$ cat config.mk
export PLATFORM = sky130hd
export DESIGN_NAME = muldiv_sequencer
export DESIGN_NICKNAME = d
export VERILOG_FILES = /design/src/rtl/muldiv_pkg.sv /design/src/rtl/muldiv_step.sv /design/src/rtl/muldiv_sequencer.sv
export SDC_FILE = /design/constraint.sdc
export NUM_CORES = 1
export LEC_CHECK = 0
export CAP_MARGIN = 10
export CORE_ASPECT_RATIO = 0.9
export CORE_MARGIN = 10
export CORE_UTILIZATION = 60
export DETAILED_ROUTE_END_ITERATION = 16
export DONT_BUFFER_PORTS = 1
export GPL_TIMING_DRIVEN = 0
export PLACE_DENSITY = 0.76
export SYNTH_ARGS = -nofsm -noshare
export SYNTH_HDL_FRONTEND = slang
export SYNTH_SLANG_ARGS = --single-unit
$ cat constraint.sdc
create_clock -name clock -period 3.97 [get_ports clock]
set_input_delay 0.794 -clock clock [delete_from_list [all_inputs] [get_ports clock]]
set_output_delay 0.794 -clock clock [all_outputs]
set_load 0.02 [all_outputs]
$ cat src/rtl/muldiv_pkg.sv
`default_nettype none
// ============================================================================
//  Module   : muldiv_pkg
//  Purpose  : Shared constants, M-op encodings and FSM states for muldiv.
//  Revision : 1.0 - initial release
// ============================================================================
package muldiv_pkg;

    localparam int MD_WIDTH = 32;
    localparam int MD_CNT_W = 5;

    localparam logic [2:0] C_F3_MUL    = 3'b000;
    localparam logic [2:0] C_F3_MULH   = 3'b001;
    localparam logic [2:0] C_F3_MULHSU = 3'b010;
    localparam logic [2:0] C_F3_MULHU  = 3'b011;
    localparam logic [2:0] C_F3_DIV    = 3'b100;
    localparam logic [2:0] C_F3_DIVU   = 3'b101;
    localparam logic [2:0] C_F3_REM    = 3'b110;
    localparam logic [2:0] C_F3_REMU   = 3'b111;

    typedef enum logic [1:0] {
        ST_IDLE = 2'd0,
        ST_CALC = 2'd1,
        ST_FIX  = 2'd2,
        ST_DONE = 2'd3
    } state_t;

endpackage
`default_nettype wire

$ cat src/rtl/muldiv_step.sv
`default_nettype none
// ============================================================================
//  Module   : muldiv_step
//  Purpose  : One combinational shift-add (mode 0) or restoring-divide
//             (mode 1) iteration on magnitudes.
//  Revision : 1.0 - initial release
// ============================================================================
module muldiv_step
    import muldiv_pkg::*;
#(
    parameter int WIDTH = MD_WIDTH
) (
    input  logic             mode_i,
    input  logic [WIDTH-1:0] acc_i,
    input  logic [WIDTH-1:0] opnd_i,
    input  logic [WIDTH-1:0] shreg_i,
    output logic [WIDTH-1:0] acc_o,
    output logic [WIDTH-1:0] shreg_o
);

    logic [WIDTH:0]   w_sum;
    logic [WIDTH:0]   w_trial;
    logic             w_ge;
    logic [WIDTH-1:0] w_sub;

    // Multiply keeps {acc, shreg} as a 2*WIDTH product shifted right each step.
    assign w_sum   = {1'b0, acc_i} + (shreg_i[0] ? {1'b0, opnd_i} : '0);
    assign w_trial = {acc_i, shreg_i[WIDTH-1]};
    assign w_ge    = (w_trial >= {1'b0, opnd_i});
    // Remainder stays below the divisor, so the difference fits in WIDTH bits.
    assign w_sub   = w_trial[WIDTH-1:0] - opnd_i;

    always_comb begin
        acc_o   = acc_i;
        shreg_o = shreg_i;
        if (mode_i) begin
            acc_o   = w_ge ? w_sub : w_trial[WIDTH-1:0];
            shreg_o = {shreg_i[WIDTH-2:0], w_ge};
        end else begin
            acc_o   = w_sum[WIDTH:1];
            shreg_o = {w_sum[0], shreg_i[WIDTH-1:1]};
        end
    end

endmodule
`default_nettype wire

$ cat src/rtl/muldiv_sequencer.sv
`default_nettype none
// ============================================================================
//  Module   : muldiv_sequencer
//  Purpose  : Iterative RV32M multiply/divide unit with pipeline stall/kill.
//  Revision : 1.0 - initial release
// ============================================================================
module muldiv_sequencer
    import muldiv_pkg::*;
#(
    parameter int WIDTH = MD_WIDTH,
    parameter int CNT_W = MD_CNT_W
) (
    input  logic             clock,
    input  logic             reset_n,
    input  logic             start,
    input  logic [2:0]       funct3,
    input  logic [WIDTH-1:0] op_a,
    input  logic [WIDTH-1:0] op_b,
    input  logic             kill,
    output logic             stall,
    output logic             busy,
    output logic             done,
    output logic [WIDTH-1:0] result
);

    localparam logic [CNT_W-1:0] C_LAST = CNT_W'(WIDTH - 1);

    state_t           state_q, state_d;
    logic [CNT_W-1:0] cnt_q, cnt_d;
    logic [2:0]       f3_q, f3_d;
    logic [WIDTH-1:0] acc_q, acc_d;
    logic [WIDTH-1:0] shreg_q, shreg_d;
    logic [WIDTH-1:0] opnd_q, opnd_d;
    logic             neg_q, neg_d;
    logic             sgn_a_q, sgn_a_d;
    logic             busy_q, busy_d;
    logic             done_q, done_d;
    logic [WIDTH-1:0] result_q, result_d;

    logic             w_sgn_a, w_sgn_b;
    logic [WIDTH-1:0] w_mag_a, w_mag_b;
    logic             w_div_zero, w_ovf;
    logic [WIDTH-1:0] w_special_res;
    logic [WIDTH-1:0] w_step_acc, w_step_shreg;
    logic [2*WIDTH-1:0] w_prod, w_prod_s;
    logic [WIDTH-1:0] w_quo, w_rem, w_fix_res;

    assign w_sgn_a = op_a[WIDTH-1] & ((funct3 == C_F3_DIV) | (funct3 == C_F3_REM) |
                                      (funct3 == C_F3_MULH) | (funct3 == C_F3_MULHSU));
    assign w_sgn_b = op_b[WIDTH-1] & ((funct3 == C_F3_DIV) | (funct3 == C_F3_REM) |
                                      (funct3 == C_F3_MULH));
    assign w_mag_a = w_sgn_a ? -op_a : op_a;
    assign w_mag_b = w_sgn_b ? -op_b : op_b;

    assign w_div_zero = funct3[2] & (op_b == '0);
    assign w_ovf      = ((funct3 == C_F3_DIV) | (funct3 == C_F3_REM)) &
                        (op_a == {1'b1, {(WIDTH-1){1'b0}}}) & (op_b == '1);
    // REM/REMU have funct3[1] set: divide-by-zero returns the dividend, overflow returns 0.
    assign w_special_res = w_div_zero ? (funct3[1] ? op_a : '1)
                                      : (funct3[1] ? '0   : op_a);

    muldiv_step #(
        .WIDTH (WIDTH)
    ) u_step (
        .mode_i  (f3_q[2]),
        .acc_i   (acc_q),
        .opnd_i  (opnd_q),
        .shreg_i (shreg_q),
        .acc_o   (w_step_acc),
        .shreg_o (w_step_shreg)
    );

    assign w_prod   = {acc_q, shreg_q};
    assign w_prod_s = neg_q ? -w_prod : w_prod;
    assign w_quo    = neg_q ? -shreg_q : shreg_q;
    assign w_rem    = sgn_a_q ? -acc_q : acc_q;

    always_comb begin
        w_fix_res = w_prod_s[2*WIDTH-1:WIDTH];
        case (f3_q)
            C_F3_MUL:             w_fix_res = w_prod_s[WIDTH-1:0];
            C_F3_DIV, C_F3_DIVU:  w_fix_res = w_quo;
            C_F3_REM, C_F3_REMU:  w_fix_res = w_rem;
            default:              w_fix_res = w_prod_s[2*WIDTH-1:WIDTH];
        endcase
    end

    always_comb begin
        state_d  = state_q;
        cnt_d    = cnt_q;
        f3_d     = f3_q;
        acc_d    = acc_q;
        shreg_d  = shreg_q;
        opnd_d   = opnd_q;
        neg_d    = neg_q;
        sgn_a_d  = sgn_a_q;
        result_d = result_q;
        stall    = 1'b0;

        case (state_q)
            ST_IDLE: begin
                if (start && !kill) begin
                    stall   = 1'b1;
                    f3_d    = funct3;
                    neg_d   = w_sgn_a ^ w_sgn_b;
                    sgn_a_d = w_sgn_a;
                    if (w_div_zero || w_ovf) begin
                        result_d = w_special_res;
                        state_d  = ST_DONE;
                    end else begin
                        acc_d   = '0;
                        shreg_d = w_mag_a;
                        opnd_d  = w_mag_b;
                        cnt_d   = '0;
                        state_d = ST_CALC;
                    end
                end
            end
            ST_CALC: begin
                stall = 1'b1;
                if (kill) begin
                    state_d = ST_IDLE;
                end else begin
                    acc_d   = w_step_acc;
                    shreg_d = w_step_shreg;
                    cnt_d   = cnt_q + CNT_W'(1);
                    if (cnt_q == C_LAST) begin
                        state_d = ST_FIX;
                    end
                end
            end
            ST_FIX: begin
                stall = 1'b1;
                if (kill) begin
                    state_d = ST_IDLE;
                end else begin
                    result_d = w_fix_res;
                    state_d  = ST_DONE;
                end
            end
            default: begin
                // Any start seen here belongs to the retiring instruction.
                state_d = ST_IDLE;
            end
        endcase

        busy_d = (state_d == ST_CALC) || (state_d == ST_FIX);
        done_d = (state_d == ST_DONE);
    end

    always_ff @(posedge clock or negedge reset_n) begin
        if (!reset_n) begin
            state_q  <= ST_IDLE;
            cnt_q    <= '0;
            f3_q     <= '0;
            acc_q    <= '0;
            shreg_q  <= '0;
            opnd_q   <= '0;
            neg_q    <= 1'b0;
            sgn_a_q  <= 1'b0;
            busy_q   <= 1'b0;
            done_q   <= 1'b0;
            result_q <= '0;
        end else begin
            state_q  <= state_d;
            cnt_q    <= cnt_d;
            f3_q     <= f3_d;
            acc_q    <= acc_d;
            shreg_q  <= shreg_d;
            opnd_q   <= opnd_d;
            neg_q    <= neg_d;
            sgn_a_q  <= sgn_a_d;
            busy_q   <= busy_d;
            done_q   <= done_d;
            result_q <= result_d;
        end
    end

    assign busy   = busy_q;
    assign done   = done_q;
    assign result = result_q;

endmodule
`default_nettype wire

==> results.tsv <==
metric	value	unit
status	complete, no violations	
grt-ovfl-total	0	
finClkSkew	0.0165	ns
diodes	0	
grtUsageTotal	0.376	
numCtsBuffers	17	
drcViolationCount	0	
ys_warn_count	0	
die-area	31400	um2
fillerInstances	2135	
hold_violations	0	
rsz0062_at_grt	no	
startpoint_type	flop	
synthDistinctLibCells	79	
io_buffer_count	0	
swShare	0.567	
ir_drop	393	uV
grt_first_pass_wirelength	90200	um
drive_gt1_frac	0.0548	
clock_latency	0.46	ns
p_leak	6.70	nW
total_power	14.3	mW
critPathSlowestCell	a221oi_2	
crit_chain	inv_1, clkbuf_4, ha_1, nor2b_1, and4_1, nand4_1, or2_1, clkbuf_2, o21ai_1, xnor2_1, a221oi_2, o21ai_0	
synth-async-reset-ratio	1.00	
worst_ep_arrival_time	4.21	ns
syn_nets	2156	
drtPass1Iterations	6	
routed_wl	60300	um
critPathMaxFanout	10	
p_int	6.21	mW
finalCriticalPeriod	3.90	ns
cpPeakStageDelay	0.60	ns
synthFlopType	dfrtp_1	
seqCellArea	3560	um2
clockPowerShare	0.110	
path_depth	12	
hp-class	in2async	
timing.fmax	256	MHz
die_w	186	um
initial_core_util	0.611	
critical_path.top_delay_family	simple AND/OR/NAND/NOR gates	
clock_path_buffers	2	
cts_sinks	142	
vias	16300	
clockRootBuffer	clkbuf_16	
grt_max_degree	143	
ys_seq_area_frac	0.240	
crit_type	reg2reg	
multiInputGateArea	10500	um2
worst_slew_pin_slew	1.06	ns
syn_area	14800	um2
antenna_found_initial	3	
grt_pass1_vias	15100	
cts_tree	built	
die_h	169	um
syn_to_final_growth	7.37	%
ctsHoldBuffers	0	
p_seq_frac	0.209	
gp_congestion	1.06	
final_nets	2180	
postRouteAntennaNets	0	
maxCapViolCount	0	
drtIter0Drc	2479	
dp_hpwl	47000	um
slew_headroom	0.292	
worstPathRequired	4.27	ns
synth_area_per_cell	7.38	um2
wl_per_cell	25.6	um
path_clk_slew	0.07	ns
core-area	24300	um2
fin_crit_sh	0.983	
ys_ff_latch	142	
place_inst	2315	
reg2reg_depth	12	
vias_per_cell	6.95	
endpoint_kind	flop	
cp_num_buf_inv	3	
powerDensity	901	nW/um2
power_frac_comb	0.681	
cts_htree_levels	4	
fp-row-count	54	
setup_violations	0	
ios	106	
switchingPower	8.13	mW
syn_inst	2007	
final-max-slew-violation-count	0	
layout.cells.non_filler	2352	
synth_edf_count	0	
==> state kept, by name, indices dropped and copies added, names as in the netlist <==
name     flops
acc_q       32
busy         1
cnt_q        5
done         1
f3_q         3
neg_q        1
opnd_q      32
result      32
sgn_a_q      1
shreg_q     32
state_q      2
==> what timing repair did <==
item | CTS | global route
resized for setup | 8 | 23
hold endpoints to repair | 0 | 0
setup endpoints to repair | 26 | 59
buffers inserted | 0 | 5
pin swaps | 0 | 4
==> stage by stage <==
step / setup slack (ns) / utilization / hold slack (ns) / area (um2) / TNS [ns]
after CTS: 0.00959 / 0.651 / 0.0413 / 15800 / 0
after floorplan: 0.738 / - / 0.450 / 14800 / 0
after global routing: 0.00854 / 0.656 / 0.0296 / 15900 / 0
final: 0.0669 / 0.656 / 0.0366 / 15900 / 0
after detailed placement: -0.501 / 0.627 / 0.471 / 15200 / -36.53
after global placement: -0.504 / 0.627 / 0.463 / 15200 / -37.74
==> routing by layer <==
metal  track usage  wire [um]  up-vias
met5             0         40        -
met4         0.106       1760        6
met3         0.190      10500      138
met2         0.516      24100     1149
met1         0.503      23900     7785
li1              -          -     7263
==> worst reg2reg max path: stages, from the launching register on <==
cell and delay, ns:
dfrtp_1 0.55, inv_1 0.25, clkbuf_4 0.28, ha_1 0.26
nor2b_1 0.26, and4_1 0.34, nand4_1 0.18, or2_1 0.30
clkbuf_2 0.26, o21ai_1 0.23, xnor2_1 0.10, a221oi_2 0.60
o21ai_0 0.16
==> layout make-up <==
type                    instances  share of cell area
well taps                     308              0.0242
clock buffers                  18              0.0270
multi-input cells            1655               0.661
plain buffers                 144              0.0381
inverters                      66              0.0156
repair buffers                  5             0.00236
flip-flops and latches        142               0.224
clock inverters                14             0.00818
==> final timing paths <==
| check | from | endpoint | slack (ns) |
|---|---|---|---|
| hold / removal | reset_n | acc_q[18]$_DFFE_PN0P_ | 0.04 |
| max in group asynchronous | reset_n | result[9]$_DFFE_PN0P_ | 3.66 |
| setup reg to reg | shreg_q[0]$_DFFE_PN0P_ | result[26]$_DFFE_PN0P_ | 0.07 |
| hold reg to reg | opnd_q[11]$_DFFE_PN0P_ | opnd_q[11]$_DFFE_PN0P_ | 0.49 |
| min in group clock | opnd_q[11]$_DFFE_PN0P_ | opnd_q[11]$_DFFE_PN0P_ | 0.49 |
| setup / recovery | shreg_q[0]$_DFFE_PN0P_ | result[26]$_DFFE_PN0P_ | 0.07 |
==> logic make-up after synthesis <==
group,share of synthesized area
and+or+nand+nor,0.226
AOI/OAI and AO/OA,0.267
buffers and inverters,0.0570
xor gates and xnor gates,0.105
DFF,0.240
adders and majority gates,0.0669
muxes,0.0383
==> cell usage in the layout, fill, tap and decap left out, types with 11 or more instances in the layout <==
cell type  count
a21o_1        31
or4_1         12
buf_1         11
buf_2         21
a22oi_1       11
inv_1         65
nand4_1       22
nand2_1      281
o21a_1        11
mux2i_1       50
o211ai_1      11
xor2_1        84
and2_1        15
clkbuf_1     101
o41ai_1       16
nor4_1        20
o31ai_1       39
nor3_1        36
a22o_1        11
xnor2_1       93
clkbuf_16     17
o221ai_1      14
nor2_1       181
or3_1         27
a211oi_1      19
a21oi_1      144
and3_1        11
o21ai_0      193
a31oi_1       16
dfrtp_1      140
nand3_1       37
o21ai_1       17
nand2b_1      14
o22ai_1       15
ha_1          76
nor2b_1       16
==> power groups by stage <==
stage | Combinational [mW] | Clock, mW | Sequential [mW]
finish | 9.76 | 1.57 | 3.00
global route | 10.5 | 1.63 | 3.04
CTS | 9.21 | 1.56 | 2.94
detailed placement | 9.11 | 0 | 2.95
global placement | 8.94 | 0 | 2.93
floorplan | 6.53 | 0 | 2.66
==> synthesized netlist by cell type (12+ instances only) <==
cell type	n	area, um2
o41ai_1	16	140
o31ai_1	40	300
ha_1	76	951
dfrtp_1	142	3550
a21oi_1	144	721
a31oi_1	16	100
buf_1	12	45.0
and2_1	15	93.8
o22ai_1	16	100
a211oi_1	19	143
buf_2	21	105
nor3_1	36	180
nor2b_1	16	100
inv_1	65	244
nand3_1	38	190
o21ai_1	16	80.1
o221ai_1	14	123
a21o_1	31	233
clkbuf_1	105	394
xor2_1	84	736
or3_1	27	169
o21ai_0	195	976
nor4_1	23	144
nor2_1	181	679
xnor2_1	93	815
nand4_1	22	138
or4_1	12	90.1
mux2i_1	50	500
nand2_1	281	1050
nand2b_1	14	87.6
(Power assumes the default switching activity.)
